**config.mk**
```make
export PLATFORM = sky130hd
export DESIGN_NAME = door_lock_ctrl
export DESIGN_NICKNAME = d
export VERILOG_FILES = /design/src/rtl/door_lock_ctrl.sv
export SDC_FILE = /design/constraint.sdc
export NUM_CORES = 1
export LEC_CHECK = 0
export ABC_AREA = 1
export CORE_MARGIN = 2
export CORE_UTILIZATION = 40
export DETAILED_ROUTE_END_ITERATION = 16
export PLACE_DENSITY_LB_ADDON = 0.12
export SLEW_MARGIN = 20
export SYNTH_ARGS = -nofsm -noshare
export SYNTH_HDL_FRONTEND = slang
export SYNTH_SLANG_ARGS = --single-unit
```
**constraint.sdc**
```tcl
create_clock -name clk -period 5.7 [get_ports clk]
set_clock_uncertainty 0.15 [all_clocks]
set_input_delay 1.14 -clock clk [delete_from_list [all_inputs] [get_ports clk]]
set_output_delay 1.14 -clock clk [all_outputs]
set_load 0.005 [all_outputs]
```
**src/rtl/door_lock_ctrl.sv**
```systemverilog
// -----------------------------------------------------------------------------
// door_lock_ctrl
//   Keypad lock for the door sprite. On every entry into STAGE1/2/3 the door is
//   re-locked and a fresh 4-digit BCD code is collected from the keyboard
//   decoder. A matching code unlocks the door. A wrong code costs one try and
//   opens a feedback window (err_flash). Running out of tries raises code_fail.
//
// Ports
//   clk        : system clock
//   rst_n      : synchronous active-low reset
//   state      : game state (STAGE1=2, STAGE2=4, STAGE3=6 are the lock stages)
//   key_valid  : one-cycle pulse qualifying key_code
//   key_code   : 0..9 digit, 4'hC clear, anything else ignored
//   isLocked   : 1 = door drawn locked
//   door_open  : one-cycle pulse on successful unlock
//   code_fail  : one-cycle pulse when the last try is used up
//   err_flash  : high during the wrong-code feedback window
//   digit_cnt  : digits entered so far (0..4)
//   entry      : entered digits, BCD, first digit in [15:12] once complete
//   tries_left : remaining attempts
//
// FSM states
//   state    | meaning
//   IDLE     | not in a lock stage, keys ignored
//   ENTRY    | collecting digits
//   CHECK    | one cycle compare of the complete entry against the stage code
//   OPEN     | unlocked, waits for the stage to be left
//   ERROR    | wrong-code window, counts ERR_CYCLES cycles then back to ENTRY
//   FAILED   | tries exhausted, door stays locked until the stage changes
// -----------------------------------------------------------------------------
module door_lock_ctrl #(
    parameter logic [15:0] CODE1      = 16'h1234,
    parameter logic [15:0] CODE2      = 16'h4071,
    parameter logic [15:0] CODE3      = 16'h9527,
    parameter int unsigned MAX_TRIES  = 3,
    parameter int unsigned ERR_CYCLES = 50_000_000
) (
    input  logic        clk,
    input  logic        rst_n,
    input  logic [3:0]  state,
    input  logic        key_valid,
    input  logic [3:0]  key_code,
    output logic        isLocked,
    output logic        door_open,
    output logic        code_fail,
    output logic        err_flash,
    output logic [2:0]  digit_cnt,
    output logic [15:0] entry,
    output logic [1:0]  tries_left
);

    localparam int unsigned ERR_W = $clog2(ERR_CYCLES + 1);
    localparam logic [ERR_W-1:0] ERR_LAST = ERR_W'(ERR_CYCLES - 1);
    localparam logic [1:0] TRIES_INIT = 2'(MAX_TRIES);

    typedef enum logic [2:0] {
        S_IDLE,
        S_ENTRY,
        S_CHECK,
        S_OPEN,
        S_ERROR,
        S_FAILED
    } fsm_t;

    fsm_t             fsm_q,    fsm_d;
    logic [3:0]       state_q;
    logic             locked_q, locked_d;
    logic             open_q,   open_d;
    logic             fail_q,   fail_d;
    logic             err_q,    err_d;
    logic [2:0]       cnt_q,    cnt_d;
    logic [15:0]      entry_q,  entry_d;
    logic [1:0]       tries_q,  tries_d;
    logic [ERR_W-1:0] errcnt_q, errcnt_d;

    logic        in_stage;
    logic        stage_entry;
    logic        digit_key;
    logic        clear_key;
    logic [15:0] code_sel;

    assign in_stage    = (state == 4'd2) || (state == 4'd4) || (state == 4'd6);
    assign stage_entry = in_stage && (state != state_q);
    assign digit_key   = key_valid && (key_code <= 4'd9);
    assign clear_key   = key_valid && (key_code == 4'hC);

    always_comb begin
        case (state)
            4'd4:    code_sel = CODE2;
            4'd6:    code_sel = CODE3;
            default: code_sel = CODE1;
        endcase
    end

    always_ff @(posedge clk) begin
        if (!rst_n) begin
            fsm_q    <= S_IDLE;
            state_q  <= 4'd0;
            locked_q <= 1'b1;
            open_q   <= 1'b0;
            fail_q   <= 1'b0;
            err_q    <= 1'b0;
            cnt_q    <= 3'd0;
            entry_q  <= 16'h0000;
            tries_q  <= TRIES_INIT;
            errcnt_q <= '0;
        end else begin
            fsm_q    <= fsm_d;
            state_q  <= state;
            locked_q <= locked_d;
            open_q   <= open_d;
            fail_q   <= fail_d;
            err_q    <= err_d;
            cnt_q    <= cnt_d;
            entry_q  <= entry_d;
            tries_q  <= tries_d;
            errcnt_q <= errcnt_d;
        end
    end

    always_comb begin
        fsm_d    = fsm_q;
        locked_d = locked_q;
        open_d   = 1'b0;
        fail_d   = 1'b0;
        err_d    = err_q;
        cnt_d    = cnt_q;
        entry_d  = entry_q;
        tries_d  = tries_q;
        errcnt_d = errcnt_q;

        if (stage_entry) begin
            // Fresh visit to a lock stage: full re-arm, any key this cycle is lost.
            fsm_d    = S_ENTRY;
            locked_d = 1'b1;
            err_d    = 1'b0;
            cnt_d    = 3'd0;
            entry_d  = 16'h0000;
            tries_d  = TRIES_INIT;
            errcnt_d = '0;
        end else if (!in_stage) begin
            fsm_d    = S_IDLE;
            locked_d = 1'b1;
            err_d    = 1'b0;
            tries_d  = TRIES_INIT;
        end else begin
            case (fsm_q)
                S_ENTRY: begin
                    if (cnt_q == 3'd4) begin
                        fsm_d = S_CHECK;
                    end else if (digit_key) begin
                        entry_d = {entry_q[11:0], key_code};
                        cnt_d   = cnt_q + 3'd1;
                        if (cnt_q == 3'd3) begin
                            fsm_d = S_CHECK;
                        end
                    end else if (clear_key) begin
                        entry_d = 16'h0000;
                        cnt_d   = 3'd0;
                    end
                end
                S_CHECK: begin
                    if (entry_q == code_sel) begin
                        fsm_d    = S_OPEN;
                        locked_d = 1'b0;
                        open_d   = 1'b1;
                    end else if (tries_q <= 2'd1) begin
                        fsm_d   = S_FAILED;
                        tries_d = 2'd0;
                        fail_d  = 1'b1;
                    end else begin
                        fsm_d    = S_ERROR;
                        tries_d  = tries_q - 2'd1;
                        err_d    = 1'b1;
                        errcnt_d = '0;
                    end
                end
                S_OPEN: begin
                    locked_d = 1'b0;
                end
                S_ERROR: begin
                    if (errcnt_q == ERR_LAST) begin
                        fsm_d   = S_ENTRY;
                        err_d   = 1'b0;
                        entry_d = 16'h0000;
                        cnt_d   = 3'd0;
                    end else begin
                        errcnt_d = errcnt_q + 1'b1;
                    end
                end
                S_FAILED: begin
                    locked_d = 1'b1;
                end
                default: begin
                    fsm_d = S_IDLE;
                end
            endcase
        end
    end

    assign isLocked   = locked_q;
    assign door_open  = open_q;
    assign code_fail  = fail_q;
    assign err_flash  = err_q;
    assign digit_cnt  = cnt_q;
    assign entry      = entry_q;
    assign tries_left = tries_q;

endmodule

```
==> results.toml, run 1 <==
[cts]
cts_buffer_depth = 2
postCtsHoldBufs = 0
clkSinkCount = 58
cts_tree = "done"
root_buffer = "clkbuf_8"
cts_setup_buffers = 0
clock_latency_ns = 0.34
htree_num_levels = 3
cts_buffers = 9
cts.clk_slew.worst_paths_ns = 0.07
cts_resized = 0

[place]
dp_hpwl_microns = 6520
io_buffer_count = 35
gp_congestion = 0.8732
place_area_sq_um = 3913

[die]
die_area_sq_um = 9566
die_w_microns = 97.81
core_region_area_sq_um = 8636
fp.dieH_microns = 97.81
io_pins = 36
start_util = 0.4076
rows = 34

[job]
cap_violations = 0

[synthesis]
synthCells = 564
netlist_area_sq_um = 3520
synthDistinctLibCells = 32
ys_warn_count = 0
synth_top_area_frac = 0.3299
ys_seq_area_frac = 0.3299
synth.avg_cell_area_sq_um = 6.240
synth_area_leaders = "dfxtp_1 (33%), nand2_1 (20%), nor2_1 (9.1%)"
yosys.area.top_type = "dfxtp_1"
syn_nets = 579
ys_seq_elements = 58

[timing]
max_freq_mhz = 273.4
worst_slew_pin_slew_ns = 0.9839
slew_viol_final = 0
fin_crit_ns = 3.657
fin_crit_sh = 0.6417
final-setup-viol-count = 0
hold_viol_final = 0
max-slew-margin-rel = 0.3424
tns_ns = 0
rsz0062_at_grt = "no"

[detailed_routing]
drtIter0Drc = 169
drt_wl_total_microns = 9391
drc = 0
drt-vias-per-instance = 5.165
vias = 3641
ant_nets = 0
drt_pre_antenna_iters = 4
wl_per_cell_microns = 13.32

[finish]
final_area_sq_um = 4116
area_growth_pct = 16.96
fillCellCount = 921
fin_nets = 608
drive_gt1_frac = 0.05863
diodes = 0

[worst_setup_path]
critical_path_arrival_ns = 3.70
start_kind = "input port"
path_cells = "clkdlybuf4s50_1 -> inv_2 -> nor2_4 -> nand3_1 -> nand2_1 -> inv_1 -> nor2_1 -> nand4_1 -> nand3_4 -> nand2_1 -> nand2_1 -> nor2_1"
critPathCaptureType = "flop"
crit_family = "simple AND/OR/NAND/NOR gates"
critPathRequiredTime_ns = 5.74
reg2reg_slack_ns = 2.86
r2r_end = "digit_cnt[0]"
cpMostUsedCell = "nand2_1"
worstPathMaxFanout = 26
r2r_start = "errcnt_q[0]"
slowest_delay_ns = 0.66
crit_path_start = "state[2]"
cpMaxStageDelayCell = "nand4_1"
path_buf_inv = 3
endpoint = "errcnt_q[1]"
path_depth = 12
criticalPathCategory = "in -> reg"
ff2ff_path_depth = 10

[grt]
track_usage = 0.2044
grt_max_degree = 29
first_global_vias = 3453
antenna_found_initial = 0
grt_pass1_wl_microns = 15990
grt.overflow.total = 0

[power_and_ir_drop]
power_leakage_uw = 0.001354
p_per_area_nw_per_um2 = 207.2
vdd_drop_max_mv = 0.09261

[min_path]
min_path_type = "reg -> reg"

[run_status]
outcome = "finished clean"
through the flow:
step           power [uW]    util  setup slack (ns)  instances  hold WS, ns
2_1_floorplan       438.4       -             3.251        564       0.3016
3_3_place_gp        453.8  0.4531             1.823        690       0.2935
3_5_place_dp        454.5  0.4531             1.702        690       0.2985
4_1_cts             861.3  0.4767             2.104        705       0.3162
5_1_grt             883.6  0.4767             1.720        705       0.3446
6_report            853.0  0.4767             2.043        705       0.3112
state kept, by name (all words and copies together) (netlist names):
register,count
errcnt_q,26
state_q,4
err_flash,1
code_fail,1
fsm_q,3
isLocked,1
digit_cnt,3
entry,16
tries_left,2
door_open,1
cells in the mapped netlist, drive strengths merged:
| cell | n |
|---|---|
| o21ai | 8 |
| o31ai | 1 |
| o21bai | 3 |
| nor3 | 5 |
| nand3b | 1 |
| a21oi | 49 |
| xnor2 | 5 |
| a41oi | 1 |
| ha | 4 |
| o211ai | 1 |
| a21boi | 1 |
| nor3b | 2 |
| nand3 | 34 |
| or2 | 2 |
| buf | 7 |
| inv | 52 |
| xor2 | 5 |
| clkbuf | 13 |
| a31oi | 1 |
| nand2 | 187 |
| dfxtp | 58 |
| nand4 | 33 |
| nor2 | 91 |
per-layer routing:
metal | vias to the layer above | wire length [microns] | global-route usage
met4 | 0 | 136 | 0.06410
met3 | 12 | 375 | 0.04223
met2 | 78 | 4537 | 0.3523
met1 | 1675 | 4342 | 0.2570
li1 | 1876 | - | -
met5 | - | 0 | 0
worst min-delay path by stage:
stage               end  depth (start not counted)  startpoint
2_1_floorplan  isLocked                          2    isLocked
5_1_grt        isLocked                          2    isLocked
3_5_place_dp   isLocked                          2    isLocked
4_1_cts        isLocked                          2    isLocked
6_report       isLocked                          2    isLocked
3_3_place_gp   isLocked                          2    isLocked
final cells by class:
type | count | area [sq um] | area share
clock buffers | 13 | 168.9 | 0.04103
clock inverters | 2 | 35.03 | 0.008511
inverters | 52 | 195.2 | 0.04742
multi-input cells | 434 | 2048 | 0.4976
flip-flops and latches | 58 | 1161 | 0.2821
well taps | 108 | 135.1 | 0.03283
repair buffers | 38 | 372.9 | 0.09058
cells in the final DEF, fill, tap and decap left out, drive strengths merged:
| cell type | count |
|---|---|
| a21boi | 1 |
| a21oi | 49 |
| a31oi | 1 |
| a41oi | 1 |
| buf | 3 |
| bufinv | 1 |
| clkbuf | 13 |
| clkdlybuf4s50 | 35 |
| clkinv | 1 |
| dfxtp | 58 |
| ha | 4 |
| inv | 52 |
| nand2 | 187 |
| nand3 | 34 |
| nand3b | 1 |
| nand4 | 33 |
| nor2 | 91 |
| nor3 | 5 |
| nor3b | 2 |
| o211ai | 1 |
| o21ai | 8 |
| o21bai | 3 |
| o31ai | 1 |
| or2 | 2 |
| xnor2 | 5 |
| xor2 | 5 |
worst register-to-register path, cell delays in order (launching register included):
cell	delay (ns)
dfxtp_1	0.45
ha_1	0.29
nand2_1	0.14
nor2_4	0.19
nand3_1	0.10
nor2_1	0.17
nand2_1	0.09
nand2_1	0.11
nand3_1	0.55
o21ai_0	0.40
a21oi_1	0.06
logic make-up (layout without fill, tap and decap cells):
family,Yosys count,after routing,share of synthesized area
flip-flops,58,58,0.3299
AO/OA/AOI/OAI,65,65,0.1006
XOR/XNOR,10,10,0.02488
buffers and inverters,72,105,0.08816
AND/OR/NAND/NOR,355,355,0.4422
adder cells (fa/ha/maj),4,4,0.01422
where the power goes:
| group | internal, uW | total (uW) | leakage, uW | switching, uW |
|---|---|---|---|---|
| clock | 235 | 408 | 0.000106 | 173 |
| combinational | 13.7 | 36.3 | 0.000780 | 22.6 |
| sequential | 407 | 409 | 0.000468 | 1.52 |
(Power assumes the default switching activity.)
==> run 2, diff against run 1 <==
==> constraint.sdc (replaced) <==
create_clock -name clk -period 3 [get_ports clk]
set_clock_uncertainty 0.15 [all_clocks]
set_input_delay 0.6 -clock clk [delete_from_list [all_inputs] [get_ports clk]]
set_output_delay 0.6 -clock clk [all_outputs]
set_load 0.005 [all_outputs]
==> run 2 against run 1 <==
Sequential cell count stayed put. Via count fell by 0.99%. Register-to-register slack got worse by 2.2 ns. Cell area is 1.6% higher. Critical path depth shrank 1. Wire length is 1.5% lower. Final cell count is 0.99% higher. Hold slack better by 0.023 ns. Critical endpoint is now errcnt_q[23]. Largest power group is now clock. Highest routed layer unchanged.
==> results.toml, run 2 (same netlist as run 1, synthesis figures left out) <==
[place]
dp_hpwl_microns = 6537
gp_congestion = 0.8504
io_buffer_count = 35
dp.cells = 697

[worst_setup_path]
crit_path_start = "state[1]"
r2r_start = "errcnt_q[0]"
critPathCaptureType = "flop"
start_kind = "input port"
critPathRequiredTime_ns = 3.11
slowest_delay_ns = 0.57
cpMostUsedCell = "nand2_1"
path_cells = "clkdlybuf4s50_1 -> inv_1 -> nor2_1 -> nand2_1 -> nand2_1 -> nand2_1 -> inv_1 -> nand4_1 -> nand3_4 -> nand2_1 -> a21oi_1"
criticalPathCategory = "in -> reg"
worstPathMaxFanout = 26
critical_path_arrival_ns = 2.54
cpMaxStageDelayCell = "clkdlybuf4s50_1"

[cts]
root_buffer = "clkbuf_8"
clkSinkCount = 58
cts_buffers = 9
cts_resized = 0
cts_tree = "done"
postCtsHoldBufs = 0
htree_num_levels = 3
cts_setup_buffers = 0
cts.clk_slew.worst_paths_ns = 0.07
cts_buffer_depth = 2
clock_latency_ns = 0.34

[timing]
final-setup-viol-count = 0
fin_crit_sh = 0.8080
max_freq_mhz = 412.6
rsz0062_at_grt = "no"
slew_viol_final = 0
holdWs_ns = 0.3338
hold_viol_final = 0
worst_slew_pin_slew_ns = 0.5106
tns_ns = 0
max-slew-margin-rel = 0.6585
fin_crit_ns = 2.424

[die]
rows = 34
fp.dieH_microns = 97.81
die_area_sq_um = 9566
start_util = 0.4076
die_w_microns = 97.81
core_region_area_sq_um = 8636
io_pins = 36

[detailed_routing]
drt-vias-per-instance = 5.063
drt_wl_total_microns = 9249
drc = 0
wl_per_cell_microns = 12.99
vias = 3605
drt_pre_antenna_iters = 5
ant_nets = 0
drtIter0Drc = 117

[grt]
track_usage = 0.1987
first_global_vias = 3519
antenna_found_initial = 0
grt.overflow.total = 0
grt_pass1_wl_microns = 15680
grt_max_degree = 30

[finish]
top_register = "errcnt_q"
drive_gt1_frac = 0.06954
area_growth_pct = 18.84
fin_nets = 615
finalNonFillerCells = 712
layout_commonest_cell = "nand2_1"
diodes = 0
largest_reg_flops = 26
final_cell_mix = "nand2_1 (186), nor2_1 (85), dfxtp_1 (58), inv_1 (48), a21oi_1 (48)"

[min_path]
min_path_type = "reg -> reg"
min-delay-start = "isLocked"

[job]
cap_violations = 0

[power_and_ir_drop]
power_leakage_uw = 0.001387
p_per_area_nw_per_um2 = 397.6
vdd_drop_max_mv = 0.1938

[run_status]
outcome = "finished clean"
[run 2: changes by cell type in the layout (fill, tap and decap cells not counted), sizes merged]
cell      delta
clkinvlp     +1
clkbuf       -2
bufinv       +1
buf          +7
[run 2: critical path, delay by kind of cell]
family	cells	cell delay (ns)
compound gates	1	0.16
buf+inv	3	0.69
simple gates	7	1.07
[run 2: path summary, 6_finish.rpt]
check | cells after the start | slack [ns] | endpoint
worst max-delay path | 11 | 0.58 | errcnt_q[23]
worst min-delay path | 2 | 0.33 | isLocked
worst max register to register | 11 | 0.64 | errcnt_q[23]
worst min register to register | 2 | 0.33 | isLocked
[run 2: cell type report]
cell class | count | area [sq um]
Timing Repair Buffer | 45 | 425.4
Sequential cell | 58 | 1161
Multi-Input combinational cell | 434 | 2048
Clock inverter | 4 | 76.32
Tap cell | 108 | 135.1
Fill cell | 919 | 4453
Clock buffer | 11 | 141.4
Inverter | 52 | 195.2
[run 2: through the flow]
stage          setup slack, ns  power (uW)  instance area, sq um    util
3_5_place_dp            0.2089       867.8                  3965  0.4591
5_1_grt                 0.3899        1716                  4183  0.4844
4_1_cts                 0.5636        1681                  4183  0.4844
2_1_floorplan            1.022       833.0                  3520       -
6_report                0.5761        1663                  4183  0.4844
3_3_place_gp            0.2856       866.6                  3965  0.4591
[run 2: routing by layer]
metal,GRT usage,vias up,part of all wire
met5,0,-,0
met4,0.08761,0,0.012
met3,0.03364,11,0.036
met2,0.3363,68,0.49
met1,0.2491,1639,0.46
li1,-,1887,-
[run 2: power by group]
group,internal (uW),switching [uW]
sequential,773,2.74
clock,488,326
combinational,29.4,43.5
==> run 3, diff against run 2 <==
==> constraint.sdc (replaced) <==
create_clock -name clk -period 2 [get_ports clk]
set_clock_uncertainty 0.15 [all_clocks]
set_input_delay 0.4 -clock clk [delete_from_list [all_inputs] [get_ports clk]]
set_output_delay 0.4 -clock clk [all_outputs]
set_load 0.005 [all_outputs]
==> run 3 against run 2 <==
Clock power up 57%. Cell area up 13%. Via count is 7.6% higher. Non-clock buffer count grew 43. First-iteration DRC count grew 20%. Core utilization rose by 6.2 points. Critical endpoint is now errcnt_q[0]. Largest cell class unchanged. Highest routed layer unchanged.
==> results.toml, run 3 (same netlist as run 1, synthesis figures left out) <==
[job]
cap_violations = 0

[finish]
fillCellCount = 869
layout_commonest_cell = "nand2_1"
area_growth_pct = 33.98
drive_gt1_frac = 0.1806
diodes = 0
largest_reg_flops = 26
fin_nets = 658
final_cell_mix = "nand2_1 (181), nor2_1 (73), dfxtp_1 (50), inv_1 (47), a21oi_1 (47)"
finalNonFillerCells = 756
top_register = "errcnt_q"

[place]
gp_congestion = 0.8780
dp.cells = 736
dp_hpwl_microns = 7178
io_buffer_count = 35

[grt]
track_usage = 0.2162
grt.overflow.total = 0
first_global_vias = 3719
antenna_found_initial = 0
grt_pass1_wl_microns = 17020
grt_max_degree = 27

[power_and_ir_drop]
power_leakage_uw = 0.001701
switching_share = 0.2266
vdd_drop_max_mv = 0.3194
clockPowerShare = 0.496
combinationalPowerShare = 0.052
p_per_area_nw_per_um2 = 546.2
p_int_uw = 1992
p_switching_uw = 583.7
seqPwrFrac = 0.452

[cts]
root_buffer = "clkbuf_8"
clock_latency_ns = 0.34
clkSinkCount = 58
cts_buffers = 9
cts_tree = "done"
htree_num_levels = 3
cts_buffer_depth = 2
postCtsHoldBufs = 0
cts.clk_slew.worst_paths_ns = 0.07

[die]
die_area_sq_um = 9566
io_pins = 36
start_util = 0.4076
core_region_area_sq_um = 8636
fp.dieH_microns = 97.81
die_w_microns = 97.81
rows = 34

[worst_setup_path]
worstPathMaxFanout = 8
criticalPathCategory = "reg -> reg"
start_kind = "flop"
ff2ff_path_depth = 13
critPathCaptureType = "flop"
critical_path_arrival_ns = 2.01
critPathRequiredTime_ns = 2.09
reg2reg_slack_ns = 0.08

[detailed_routing]
drc = 0
drt_wl_total_microns = 10210
ant_nets = 0
vias = 3880
drt_pre_antenna_iters = 4
drtIter0Drc = 140
wl_per_cell_microns = 13.50
drt-vias-per-instance = 5.132

[timing]
hold_viol_final = 0
final-setup-viol-count = 0
max-slew-margin-rel = 0.7781
tns_ns = 0
worst_slew_pin_slew_ns = 0.3318
max_freq_mhz = 522.0
fin_crit_sh = 0.9578
fin_crit_ns = 1.916
slew_viol_final = 0

[min_path]
hold_depth = 4
min_path_type = "in -> reg"

[run_status]
outcome = "finished clean"
-- run 3: cell types whose count changed in the layout (fill, tap and decap cells not counted), sizes merged --
cell and delta:
buf +41, clkbuf +3, clkdlybuf4s50 -4, clkinv +1, clkinvlp -1, dlymetal6s2s +4
-- run 3: final timing paths --
check,startpoint,endpoint
worst max-delay path,errcnt_q[1],errcnt_q[0]
worst min-delay path,state[2],state_q[2]
worst max register to register,errcnt_q[1],errcnt_q[0]
worst min register to register,entry[13],entry[13]
-- run 3: worst max-delay path, stage by stage (launching register included) --
cell and delay, ns:
dfxtp_2 0.37, ha_4 0.14, nand2_2 0.07, nor2_4 0.10, nand3_1 0.10, nor2_2 0.13, nand3_1 0.09, nand2_2 0.13
nor2_8 0.05, nand3_4 0.15, clkbuf_16 0.18, nand2_1 0.05, nand2_1 0.06, nor2_1 0.04
-- run 3: metrics by stage --
stage | utilization | hold WS [ns] | area, sq um | worst slack (ns) | power (uW)
after global placement | 0.4988 | 0.3043 | 4308 | -0.2844 | 1320
after floorplan | - | 0.3016 | 3520 | 0.02229 | 1249
after global routing | 0.5461 | 0.3397 | 4716 | -0.003137 | 2663
final | 0.5461 | 0.2903 | 4716 | 0.08439 | 2576
after detailed placement | 0.4988 | 0.3138 | 4308 | -0.3607 | 1321
after CTS | 0.5278 | 0.3303 | 4558 | 0.005994 | 2595
-- run 3: area by class of cell --
cell class | instances | area (sq um) | area share
Clock buffer | 12 | 155.1 | 0.03290
Clock inverter | 4 | 73.82 | 0.01565
Inverter | 52 | 195.2 | 0.04139
Multi-Input combinational cell | 434 | 2130 | 0.4516
Sequential cell | 58 | 1171 | 0.2483
Tap cell | 108 | 135.1 | 0.02865
Timing Repair Buffer | 88 | 855.8 | 0.1815
-- run 3: power groups by stage --
stage               combinational (uW)  sequential, uW  clock, uW
finish                             133            1160       1280
global route                       147            1160       1350
CTS                                132            1160       1300
detailed placement                 131            1190          0
global placement                   130            1190          0
floorplan                         59.3            1190          0
-- run 3: repair_timing --
action / 4_1_cts / 5_1_grt
pin swaps: 1 / 12
gates cloned: 1 / 2
gates resized for setup: 2 / 41
endpoints found under the setup margin: 19 / 48
buffers inserted: 1 / 0
-- run 3: routing by layer --
metal / routed length, microns / GRT usage / up-vias
met1: 4490 / 0.2641 / 1768
li1: - / - / 1978
met5: 0 / 0 / -
met2: 4969 / 0.3724 / 114
met3: 492 / 0.04510 / 20
met4: 256 / 0.08654 / 0
